===== config.mk =====
export PLATFORM = sky130hd
export DESIGN_NAME = m_muldiv
export DESIGN_NICKNAME = d
export VERILOG_FILES = /design/src/rtl/m_muldiv.sv
export SDC_FILE = /design/constraint.sdc
export NUM_CORES = 1
export LEC_CHECK = 0
export CORE_MARGIN = 4
export CORE_UTILIZATION = 65
export CTS_CLUSTER_SIZE = 30
export DETAILED_ROUTE_END_ITERATION = 6
export PLACE_DENSITY_LB_ADDON = 0.12
export SLEW_MARGIN = 20
export SYNTH_ARGS = -nofsm -noshare
export SYNTH_HDL_FRONTEND = slang
export SYNTH_SLANG_ARGS = --single-unit
export TNS_END_PERCENT = 50

===== constraint.sdc =====
create_clock -name w_clk -period 6.2 [get_ports w_clk]
set_input_delay 1.24 -clock w_clk [delete_from_list [all_inputs] [get_ports w_clk]]
set_output_delay 1.24 -clock w_clk [all_outputs]
set_load 0.02 [all_outputs]

===== src/rtl/m_muldiv.sv =====
// Iterative RV32M multiply/divide unit: 32 radix-2 steps, one fix-up cycle,
// then a single-cycle register-file write. Fixed 34-cycle latency per operation.
module m_muldiv (
    input  logic        w_clk,
    input  logic        w_rst_n,
    input  logic        w_start,
    input  logic [2:0]  w_funct3,
    input  logic [31:0] w_rs1,
    input  logic [31:0] w_rs2,
    input  logic [4:0]  w_rd,
    output logic        w_busy,
    output logic        w_done,
    output logic        w_we,
    output logic [4:0]  w_wa,
    output logic [31:0] w_wd
);

    localparam int unsigned XLEN  = 32;
    localparam int unsigned CNT_W = 5;
    localparam int unsigned STEPS = 32;

    typedef enum logic [1:0] {
        S_IDLE,
        S_CALC,
        S_FIX,
        S_DONE
    } state_t;

    state_t            state;
    logic [CNT_W-1:0]  cnt;
    logic [2:0]        op;
    logic [4:0]        rd_q;
    logic [XLEN-1:0]   rs1_q;
    logic [XLEN-1:0]   opa;
    logic [XLEN-1:0]   hi;
    logic [XLEN-1:0]   lo;
    logic              neg_q;
    logic              neg_r;
    logic              div_zero;
    logic              div_ovf;

    // Operand conditioning at acceptance
    logic              s1_signed, s2_signed, sign1, sign2;
    logic [XLEN-1:0]   mag1, mag2;

    always_comb begin
        s1_signed = (w_funct3 == 3'b001) || (w_funct3 == 3'b010) ||
                    (w_funct3[2] && !w_funct3[0]);
        s2_signed = (w_funct3 == 3'b001) || (w_funct3[2] && !w_funct3[0]);
        sign1     = s1_signed && w_rs1[XLEN-1];
        sign2     = s2_signed && w_rs2[XLEN-1];
        mag1      = sign1 ? XLEN'(-w_rs1) : w_rs1;
        mag2      = sign2 ? XLEN'(-w_rs2) : w_rs2;
    end

    // One shift-add (multiply) or restoring shift-subtract (divide) step
    logic [XLEN:0]     mul_sum;
    logic [XLEN:0]     div_shift;
    logic [XLEN:0]     div_diff;

    always_comb begin
        mul_sum   = {1'b0, hi} + (lo[0] ? {1'b0, opa} : (XLEN+1)'(0));
        div_shift = {hi, lo[XLEN-1]};
        div_diff  = div_shift - {1'b0, opa};
    end

    // Sign correction and special-case substitution
    logic [2*XLEN-1:0] prod_fix;
    logic [XLEN-1:0]   q_fix, r_fix, result;

    always_comb begin
        prod_fix = neg_q ? (2*XLEN)'(-{hi, lo}) : {hi, lo};
        q_fix    = neg_q ? XLEN'(-lo) : lo;
        r_fix    = neg_r ? XLEN'(-hi) : hi;
        result   = '0;
        case (op)
            3'b000:                 result = prod_fix[XLEN-1:0];
            3'b001, 3'b010, 3'b011: result = prod_fix[2*XLEN-1:XLEN];
            3'b100, 3'b101: begin
                if (div_zero)     result = {XLEN{1'b1}};
                else if (div_ovf) result = {1'b1, {(XLEN-1){1'b0}}};
                else              result = q_fix;
            end
            default: begin
                if (div_zero)     result = rs1_q;
                else if (div_ovf) result = '0;
                else              result = r_fix;
            end
        endcase
    end

    // Control FSM and datapath registers
    always_ff @(posedge w_clk) begin
        if (!w_rst_n) begin
            state    <= S_IDLE;
            cnt      <= '0;
            op       <= '0;
            rd_q     <= '0;
            rs1_q    <= '0;
            opa      <= '0;
            hi       <= '0;
            lo       <= '0;
            neg_q    <= 1'b0;
            neg_r    <= 1'b0;
            div_zero <= 1'b0;
            div_ovf  <= 1'b0;
            w_busy   <= 1'b0;
            w_done   <= 1'b0;
            w_we     <= 1'b0;
            w_wa     <= '0;
            w_wd     <= '0;
        end else begin
            case (state)
                S_IDLE: begin
                    if (w_start) begin
                        state    <= S_CALC;
                        cnt      <= '0;
                        op       <= w_funct3;
                        rd_q     <= w_rd;
                        rs1_q    <= w_rs1;
                        hi       <= '0;
                        opa      <= w_funct3[2] ? mag2 : mag1;
                        lo       <= w_funct3[2] ? mag1 : mag2;
                        neg_q    <= sign1 ^ sign2;
                        neg_r    <= sign1;
                        div_zero <= (w_rs2 == '0);
                        div_ovf  <= !w_funct3[0] &&
                                    (w_rs1 == {1'b1, {(XLEN-1){1'b0}}}) &&
                                    (w_rs2 == {XLEN{1'b1}});
                        w_busy   <= 1'b1;
                    end
                end
                S_CALC: begin
                    if (!op[2]) begin
                        hi <= mul_sum[XLEN:1];
                        lo <= {mul_sum[0], lo[XLEN-1:1]};
                    end else if (!div_diff[XLEN]) begin
                        hi <= div_diff[XLEN-1:0];
                        lo <= {lo[XLEN-2:0], 1'b1};
                    end else begin
                        hi <= div_shift[XLEN-1:0];
                        lo <= {lo[XLEN-2:0], 1'b0};
                    end
                    cnt <= cnt + CNT_W'(1);
                    if (cnt == CNT_W'(STEPS - 1)) begin
                        state <= S_FIX;
                    end
                end
                S_FIX: begin
                    state  <= S_DONE;
                    w_done <= 1'b1;
                    w_we   <= (rd_q != '0);
                    w_wa   <= rd_q;
                    w_wd   <= result;
                end
                default: begin
                    state  <= S_IDLE;
                    w_done <= 1'b0;
                    w_we   <= 1'b0;
                    w_busy <= 1'b0;
                end
            endcase
        end
    end

endmodule


Yosys cells after proc, flatten, opt, wreduce, memory -nomap -nowiden
Cells that the tools add are included.
{"block": "word_totals", "word_cells": 93, "mem_bits_rw": 0, "reg_bits": 187, "memories": 0, "rom_bits": 0, "latch_bits": 0}
{"block": "op_classes", "n_lt_le_gt_ge": 0, "div_mod_pow": 0, "shift": 0, "n_bitwise": 2, "addsub": 8, "multipliers": 0, "n_mux": 30, "n_reduce_logical": 22, "n_eq_ne": 14}
{"cell": "32-bit two-way mux", "n": 16}
{"cell": "32-bit negation", "n": 4}
{"cell": "32-bit one-hot mux with 2 select lines", "n": 2}
{"cell": "32-bit one-hot mux with 3 select lines", "n": 1}
{"cell": "32-bit equality test, second input constant", "n": 2}
{"cell": "64-bit two-way mux", "n": 1}
{"cell": "64-bit negation", "n": 1}
{"cell": "32-bit by 32-bit adder with 33-bit output", "n": 1}
{"cell": "33-bit by 32-bit subtractor with 33-bit output", "n": 1}
{"cell": "32-bit logical NOT", "n": 1}
{"cell": "5-bit one-hot mux with 2 select lines", "n": 1}
{"cell": "3-bit by 2-bit equality test with 1-bit output, second input constant", "n": 3}
{"cell": "2-bit AND reduction", "n": 4}
{"cell": "3-bit by 1-bit equality test with 1-bit output, second input constant", "n": 2}
{"cell": "3-bit equality test, second input constant", "n": 2}
{"cell": "1-bit one-hot mux with 2 select lines", "n": 3}
{"cell": "2-bit one-hot mux with 3 select lines", "n": 1}
{"cell": "2-bit OR reduction", "n": 3}
{"cell": "5-bit by 1-bit adder with 5-bit output, second input constant", "n": 1}
{"cell": "5-bit equality test, second input constant", "n": 1}
{"cell": "1-bit logical AND", "n": 5}
{"cell": "5-bit two-way mux", "n": 1}
{"cell": "5-bit nonzero test", "n": 1}
{"cell": "2-bit two-way mux", "n": 2}
{"cell": "12 further kinds", "n": 16}

Depth between registers and ports, before layout
Gate-level depths: netlist of run 1.
{"block": "depth", "ltp_word": 8, "mapped_depth": 14}

Least setup slack after synthesis of run 1
OpenSTA, ideal clock, no wires.
{"block": "synth_path", "path_type": "input to register", "startpoint": "input w_rs2[1]", "endpoint": "register opa[28]", "required_ns": 6.068, "stages": 11, "arrival_ns": 3.670, "slack_ns": 2.398, "path_cell_list": "inv_1 -> ha_1 -> or4b_2 -> or4_1 -> nor2b_1 -> nand2_1 -> o21a_1 -> xor2_1 -> nor2b_1 -> a31oi_1 -> a21oi_1"}
{"block": "synth_via", "elab_chain_len": 3}
{"element": "start, declared", "line_no": "9", "text": "input logic [31:0] w_rs2,"}
{"element": "32-bit negation", "line_no": "53", "text": "mag2 = sign2 ? XLEN'(-w_rs2) : w_rs2;"}
{"element": "32-bit two-way mux", "line_no": "53"}
{"element": "32-bit two-way mux", "line_no": "122", "text": "opa <= w_funct3[2] ? mag2 : mag1;"}
{"element": "end signal, assigned", "line_no": "122"}
{"element": "end, declared", "line_no": "34", "text": "logic [XLEN-1:0] opa;"}
Every way passes these cells.
A chain may end at the register's enable or synchronous reset.

Worst setup path in the final report of run 1
{"block": "layout_path", "startpoint": "register lo[31]", "endpoint": "register hi[23]"}
{"block": "layout_via", "elab_chain_len": 4}
{"element": "start, declared", "line_no": "36", "text": "logic [XLEN-1:0] lo;"}
{"element": "start signal, assigned", "line_no": "123", "text": "lo <= w_funct3[2] ? mag1 : mag2;"}
{"element": "start signal, assigned", "line_no": "136", "text": "lo <= {mul_sum[0], lo[XLEN-1:1]};"}
{"element": "start signal, assigned", "line_no": "139", "text": "lo <= {lo[XLEN-2:0], 1'b1};"}
{"element": "33-bit by 32-bit subtractor with 33-bit output", "line_no": "64", "text": "div_diff = div_shift - {1'b0, opa};"}
{"element": "32-bit two-way mux", "line_no": "137", "text": "end else if (!div_diff[XLEN]) begin"}
{"element": "32-bit two-way mux", "line_no": "134", "text": "if (!op[2]) begin"}
{"element": "32-bit one-hot mux with 2 select lines", "line_no": "113", "text": "case (state)"}
{"element": "end signal, assigned", "line_no": "135", "text": "hi <= mul_sum[XLEN:1];"}
{"element": "end signal, assigned", "line_no": "138", "text": "hi <= div_diff[XLEN-1:0];"}
{"element": "end signal, assigned", "line_no": "141", "text": "hi <= div_shift[XLEN-1:0];"}
{"element": "end, declared", "line_no": "35", "text": "logic [XLEN-1:0] hi;"}
Every way passes these cells.

==> results of run 1 <==
[synthesized netlist by cell type (all sizes together), types with 10 or more instances]
| cell type | number |
|---|---|
| a211o | 10 |
| a211oi | 40 |
| a21o | 28 |
| a21oi | 221 |
| a221oi | 35 |
| a22oi | 16 |
| a31oi | 21 |
| and2 | 13 |
| buf | 15 |
| clkbuf | 143 |
| dfxtp | 187 |
| ha | 74 |
| inv | 79 |
| mux2 | 21 |
| mux2i | 54 |
| nand2 | 265 |
| nand2b | 16 |
| nand3 | 37 |
| nand4 | 22 |
| nor2 | 209 |
| nor3 | 61 |
| nor4 | 23 |
| o211ai | 24 |
| o21ai | 171 |
| o221ai | 24 |
| o31ai | 28 |
| or3 | 30 |
| or4 | 23 |
| xnor2 | 116 |
| xor2 | 83 |
[kinds of logic (layout without fill, tap and decap cells)]
logic type,count (synthesis),count (layout),share of synthesized area (%)
simple gates,736,736,21.1
mux,75,75,4.85
other cells,0,1,0
flops,187,187,23.4
xor+xnor,199,199,10.9
compound gates,705,705,28.1
buf+inv,238,250,5.69
fa+ha+maj,76,76,6.03
[per-stage QoR]
stage / total power [W] / utilization [%] / cell area [um2] / hold slack, ps / setup slack, ps
6_report: 0.00648 / 73.1 / 17800 / 467 / 1820
2_1_floorplan: 0.00402 / - / 16000 / 432 / 2400
4_1_cts: 0.00630 / 73.1 / 17800 / 460 / 1940
3_3_place_gp: 0.00508 / 70.7 / 17200 / 439 / 1610
5_1_grt: 0.00676 / 73.1 / 17800 / 471 / 1660
3_5_place_dp: 0.00515 / 70.7 / 17200 / 449 / 1560
[registers in the layout, summed over array words and instances (netlist names), 2 cells and up]
signal / cells
rs1_q: 32
rd_q: 5
w_wa: 5
w_wd: 32
cnt: 5
lo: 32
hi: 32
opa: 32
state: 2
op: 3
[path summary, 6_finish.rpt]
path                                  to  slack (ps)  cells after the start
worst max register to register    hi[23]        1820                     11
worst min-delay path            rs1_q[3]         470                      2
worst min register to register  rs1_q[3]         470                      2
worst max-delay path              hi[23]        1820                     11
[routing by layer]
layer | part of all wire, % | GRT usage, % | vias up | routed length (um)
li1 | - | - | 8051 | -
met1 | 38 | 57.6 | 8187 | 23300
met2 | 42 | 64.8 | 1261 | 25600
met3 | 14 | 13.3 | 267 | 8300
met4 | 6.4 | 21.6 | 2 | 3890
met5 | 0.011 | 0 | - | 7
[power groups by stage]
| stage | registers, W | logic (W) | clock network (W) |
|---|---|---|---|
| 2_1_floorplan | 0.00171 | 0.00231 | 0 |
| 3_5_place_dp | 0.00183 | 0.00332 | 0 |
| 4_1_cts | 0.00180 | 0.00335 | 0.00115 |
| 6_report | 0.00184 | 0.00348 | 0.00116 |
| 3_3_place_gp | 0.00181 | 0.00327 | 0 |
| 5_1_grt | 0.00185 | 0.00372 | 0.00120 |
[tightest hold or removal path, cell delays in order (launching register included)]
cell and delay [ps]:
sky130_fd_sc_hd__dfxtp_1 320, sky130_fd_sc_hd__nand2_1 50, sky130_fd_sc_hd__a21oi_1 60
[final cells by class]
type | instances | area, um2
Timing Repair Buffer | 139 | 1320
Fill cell | 1952 | 6540
Multi-Input combinational cell | 1791 | 11400
Sequential cell | 187 | 3750
Tap cell | 324 | 405
Antenna cell | 1 | 2.50
Clock inverter | 14 | 170
Inverter | 80 | 302
Clock buffer | 17 | 425
==> run summary, run 1 <==
The die covers 27200 um2. The final count of hold timing violations is 0. When the netlist entered floorplanning its net count stood at 2367. The tree built by TritonCTS fans out to 187 sinks. Of all nets on the critical path, the largest fanout is 22. The congestion estimate from routability-driven global placement came to 1.05. The run finished with clean final reports.

The H-tree depth is 4. Cell internal power was estimated by the tool at 0.00323 W. The post-route netlist has 5.21% of its cells at a drive strength greater than 1. The number of instances in the synthesized netlist is 2216. The number of nets still failing antenna checks after routing came out at 0.

The post-synthesis cell type count is 79. In this run, placement finished with an instance count of 2521. The detailed router placed 17800 vias in this run.

The transition time of the tightest slew-check pin came out at 1180 ps. The count of state elements after synthesis is 187. The number of clock buffers inserted by TritonCTS is 17. The synthesized design spends more area on one cell type than any other, namely sky130_fd_sc_hd__dfxtp_1. In this design, the largest share of critical-path delay is due to compound AO/OA/AOI/OAI gates. The clock passes through at most 2 buffers. The layout overhead on the synthesized area came out at 10.9%. Net switching is 50.2% of the power.

The number of max-capacitance violations reported is 0. The portion of total power attributed to sequential cells is 28.4%. The boundary pin count is 115. In this run, post-CTS repair resized a total of 0 instances.

The HPWL after detailed placement is 45800 um. The clock-pin slew of the registers on the worst-case setup and hold paths is 80 ps. The overall overflow remaining after global route is 0. The critical path goes through inv_1 > ha_1 > fa_1 > nand2b_1 > a211oi_1 > o211ai_1 > a21boi_0 > o21a_1 > or3_1 > o311ai_0 > a22o_1.

The combinational power share came out at 53.8%. The insertion delay to the later sink of the worst-skew pair is 460 ps. The share of power burned in the clock network is 17.9%. The overall routing resource usage is 43.7%. The count of warnings emitted by yosys came out at 0. The synthesized design devotes to its leading area cell type 23.4% of total area.

STA puts the critical path data arrival time at 4780 ps. The tightest min-delay check is of the reg2reg type. The hold buffer count at CTS is 0. Power spread over the standard cell area amounts to 365 nW/um2. The worst-case vdd ir drop came out at 0.499 mV.

Leaving out fill and tap cells, the most frequent cells in the layout are sky130_fd_sc_hd__nand2_1 (264), sky130_fd_sc_hd__a21oi_1 (220), sky130_fd_sc_hd__nor2_1 (206). The worst setup path is launched from a flip-flop. The total count of max-transition violations in the final report came out at 0.

TritonCTS built the clock tree. For this design the total switching power over the nets is 0.00325 W. The number of core rows came out at 57.

The final sum of negative setup slack is 0 ps. The number of violations reported at the end of detailed-routing iteration 0 is 2659. The category of the most critical setup path is reg2reg. The worst register-to-register path begins at lo[31]. The final layout contains 2367 nets.

The area of the mapped netlist came out at 16000 um2. The detailed-route vias per instance came out at 6.96. The overall routed net length came out at 61100 um.

The beginning of the critical path is lo[31]. The tightest slew margin relative to the limit is 21.4%. The proportion of synthesized flip-flops having asynchronous set or reset came out at 0%. The DRC violation count after routing is 0. Of the synthesized area, sequential elements account for 23.4%. The initial utilization of the core area, before any placement, comes to 65.9%.

The analysis attributes to cell leakage a power of 6.87 nW. After layout, the minimum clock period comes to 4380 ps. Leaving out fill and tap cells, the most frequent cell in the layout is sky130_fd_sc_hd__nand2_1.

Setup repair after global routing left no endpoint under its margin. The clock skew after layout is 17.9 ps. The core region is 24300 um2. Before antenna repair, the detailed router went through 6 iterations. Of the available clock period, the critical path in the final layout requires 70.7%. Based on the critical path, the design can be clocked at up to 228 MHz. The per-cell routed wire length came out at 23.9 um. In this run the most critical hold path is launched from rs1_q[3]. The die span in y came out at 165 um. The number of synthesized flops with an enable pin came out at 0. On the critical path, the stage with the largest delay is an instance of sky130_fd_sc_hd__or3_1. For the worst setup path, the data required time is 6590 ps. Post-CTS timing repair inserted 0 buffers for setup. The tree is rooted in a sky130_fd_sc_hd__clkbuf_16. Ranked by total cell area, the synthesized netlist is headed by sky130_fd_sc_hd__dfxtp_1 (23%), sky130_fd_sc_hd__a21oi_1 (6.9%), sky130_fd_sc_hd__xnor2_1 (6.3%), sky130_fd_sc_hd__nand2_1 (6.2%), sky130_fd_sc_hd__ha_1 (5.8%). The delay of the slowest critical-path stage came out at 770 ps. STA classifies the critical path endpoint as a flip-flop. The die width is 165 um. For this run, the leading register cell type out of synthesis is sky130_fd_sc_hd__dfxtp_1. The number of global-route vias before repair came out at 16000.

The global-route wire length before repair came out at 92300 um. Together, buffers and inverters on the worst path number 1. The final standard cell count with taps included and fillers excluded came out at 2553. In this run the mean area of a mapped cell was 7.23 um2. The initial antenna violation count is 1. The number of input and output port buffers inserted is 114. The maximum number of pins on one net before global-route repair is 88.

Setup violations remaining at the end of the flow were counted as 0.
(Power assumes the default switching activity.)
==> inputs of run 2 (changes only) <==
- CORE_UTILIZATION: 65 -> 61
- clock period: 6.2 -> 4.3 ns (I/O delays scaled with it)
==> run 2 against run 1 <==
Count of clock-buffer cells in the layout is 1 higher. Sequential share of layout area fell by 0.45 points. Final cell count is 2.3% higher. Sequential cell count did not move. Utilization decreased by 3.2 points. Via count grew 0.76%. Highest routed layer unchanged.
==> run summary, run 2 (synthesis results as in run 1) <==
The run finished with clean final reports. The final sum of negative setup slack is 0 ps (unchanged). The post-place instance area came to 17600 um2 (+2.2%). The clock tree root driver cell is sky130_fd_sc_hd__clkbuf_16. The sequential cell area is 3750 um2 (about the same). The power density normalized to cell area is 519 nW/um2 (+42%). The total half-perimeter wirelength after legalization and detailed placement came out at 47300 um (+3.3%).

The data arrival at the endpoint of the critical path is 4270 ps (-510 ps). The maximum number of pins on one net before global-route repair came to 88 (unchanged). The tightest slew margin relative to the limit came out at 26.5% (+5.1 points). Setup repair after global routing left no endpoint under its margin. The clock period minus final worst setup slack is 3950 ps (-433 ps). The detailed-route vias per instance came to 6.86 (-1.5%).

In this run the critical register-to-register path is captured at hi[25]. The number of fill cells came out at 2256 (+16%). The area of the multi-input gates is 11400 um2 (about the same). The delay of the slowest critical-path stage came out at 540 ps (-230 ps). The length in cells of the worst reg-to-reg path is 13 (+2).

The DRC violation count after routing came to 0 (unchanged). The post-CTS setup buffer count came out at 0 (unchanged). The path class of the lowest-slack min-delay path is reg2reg. Leaving out fill and tap cells, the most frequent cells in the layout are sky130_fd_sc_hd__nand2_1 (264), sky130_fd_sc_hd__a21oi_1 (220), sky130_fd_sc_hd__nor2_1 (208).

The number of clock buffers inserted by TritonCTS was 17 (unchanged). The die span in y is 170 um (+3.1%). The design area is 18200 um2 (+2.2%). The transition time of the tightest slew-check pin is 1100 ps (-79.1 ps). The global-route wire length before repair is 93600 um (+1.5%).

The cell with the biggest individual delay on the critical path is sky130_fd_sc_hd__o211ai_1. The most common cell after layout, fill and taps aside is sky130_fd_sc_hd__nand2_1. The slack of the worst reg-to-reg path is 350 ps (-1470 ps). The number of input and output port buffers inserted was 114 (unchanged). The number of optimization iterations in the first detailed-route pass is 6 (unchanged).

The initial antenna violation count is 1 (unchanged). The worst setup path is of the reg2reg kind. The insertion delay to the later sink of the worst-skew pair is 470 ps (about the same).

The clock skew after layout is 19.2 ps (+1.28 ps). Compared with the post-synthesis result, the final layout area differs by 13.4%. The critical path goes through and2_1 > ha_1 > inv_1 > fa_1 > nand2b_1 > a21oi_1 > o21ai_0 > o211ai_1 > a41oi_1 > nor4b_1 > a21oi_1 > a32oi_1 > o211ai_1. The hold-critical path depth came to 2 (unchanged). The routed via count is 17900 (+0.76%). The overall routing resource usage came to 41.2% (-2.5 points).

The leakage power is 7.12 nW (+3.7%). The worst hold path terminates at opa[7]. The final count of hold timing violations was 0 (unchanged). The overall routed net length is 61400 um (+0.49%). The number of nets in the finished design came to 2414 (+2.0%).

The top fanout value on the critical path came out at 8 (-64%). The total count of max-transition violations in the final report is 0 (unchanged). The die width is 170 um (+3.1%).

The number of global-route vias before repair was 16200 (+1.9%). In this run the critical register-to-register path is launched from lo[0]. The antenna diode count was 0 (-1). The per-cell routed wire length is 23.5 um (-1.7%). The maximum clock path buffer count was 2 (unchanged). The starting density of the core came out at 61.7% (-4.2 points). The required time at the worst-slack endpoint came to 4620 ps (-1970 ps). The overall power consumption is 0.00944 W (+46%). STA classifies the critical path endpoint as a flip-flop. The placer congestion estimate came out at 1.04 (-0.38%).

The number of violations reported at the end of detailed-routing iteration 0 is 2706 (+1.8%). The final setup violation count is 0 (unchanged). The worst-case vdd ir drop came out at 0.786 mV (+58%). The number of core rows came out at 59 (+3.5%).

The boundary pin count came out at 115 (unchanged). The standard cell core area came to 26000 um2 (+6.8%). The overall overflow remaining after global route was 0 (unchanged). The period utilization came to 91.9% (+21 points).

The clock-pin slew of the registers on the worst-case setup and hold paths is 90 ps (about the same). The number of gates resized after CTS is 0 (unchanged). The number of max-capacitance violations reported is 0 (unchanged).

The number of nets still failing antenna checks after routing came to 0 (unchanged). The total clock sinks came out at 187 (unchanged). The hold buffer count at CTS is 0 (unchanged). The fraction of final layout cells sized beyond drive strength 1 is 7.12% (+1.9 points). TritonCTS built the clock tree. The die area is 28900 um2 (+6.2%). The startpoint type of the worst setup path is a flip-flop.

The H-tree depth is 4 (unchanged). The start point of the worst hold path is opa[7]. The maximum achievable frequency is 253 MHz (+11%).
run 2: cell count changes in the layout (fill, tap and decap cells not counted), sizes merged:
cell	delta
buf	+47
inv	-1
bufinv	+1
diode	-1
clkbuf	+1
run 2: per-stage QoR:
step | hold WS (ps) | util, % | std cells | setup slack (ps)
finish | 464 | 69.9 | 2611 | 350
global route | 485 | 69.9 | 2611 | 269
CTS | 462 | 69.9 | 2611 | 548
detailed placement | 453 | 67.6 | 2579 | 196
global placement | 440 | 67.6 | 2579 | 171
floorplan | 432 | - | 2216 | 878
run 2: critical path: cells and delay by family (launching register included):
| family | cells | cell delay, ps |
|---|---|---|
| DFF | 1 | 500 |
| buffers and inverters | 1 | 70 |
| adders and majority gates | 2 | 610 |
| and+or+nand+nor | 3 | 740 |
| AOI/OAI and AO/OA | 7 | 1860 |
run 2: final cells by class:
type	count	area share [%]
clock buffer	18	2.42
clock inverter	14	0.978
inverter	80	1.66
multi-input combinational	1791	62.7
sequential	187	20.6
tap	335	2.31
timing repair buffer	186	9.29
run 2: report_power, final:
part	switching (W)	internal, W	leakage, nW	total, W
clock network	0.000874	0.000854	0.302	0.00173
registers	0.000537	0.00211	1.53	0.00264
logic	0.00324	0.00182	5.29	0.00506
run 2: per-layer routing:
layer  up-vias  share of wire, %  track usage [%]
met5         -             0.021                0
met4         2               6.4             21.6
met3       252                13             11.3
met2      1279                42             61.9
met1      8234                39             54.1
li1       8136                 -                -
run 2: worst max-delay path by stage:
| stage | startpoint | endpoint | slack [ps] |
|---|---|---|---|
| floorplan | w_rs2[1] | opa[28] | 880 |
| global placement | w_rs2[1] | opa[28] | 170 |
| detailed placement | w_rs2[1] | opa[28] | 200 |
| CTS | lo[0] | hi[25] | 550 |
| global route | lo[0] | hi[25] | 270 |
| finish | lo[0] | hi[25] | 350 |
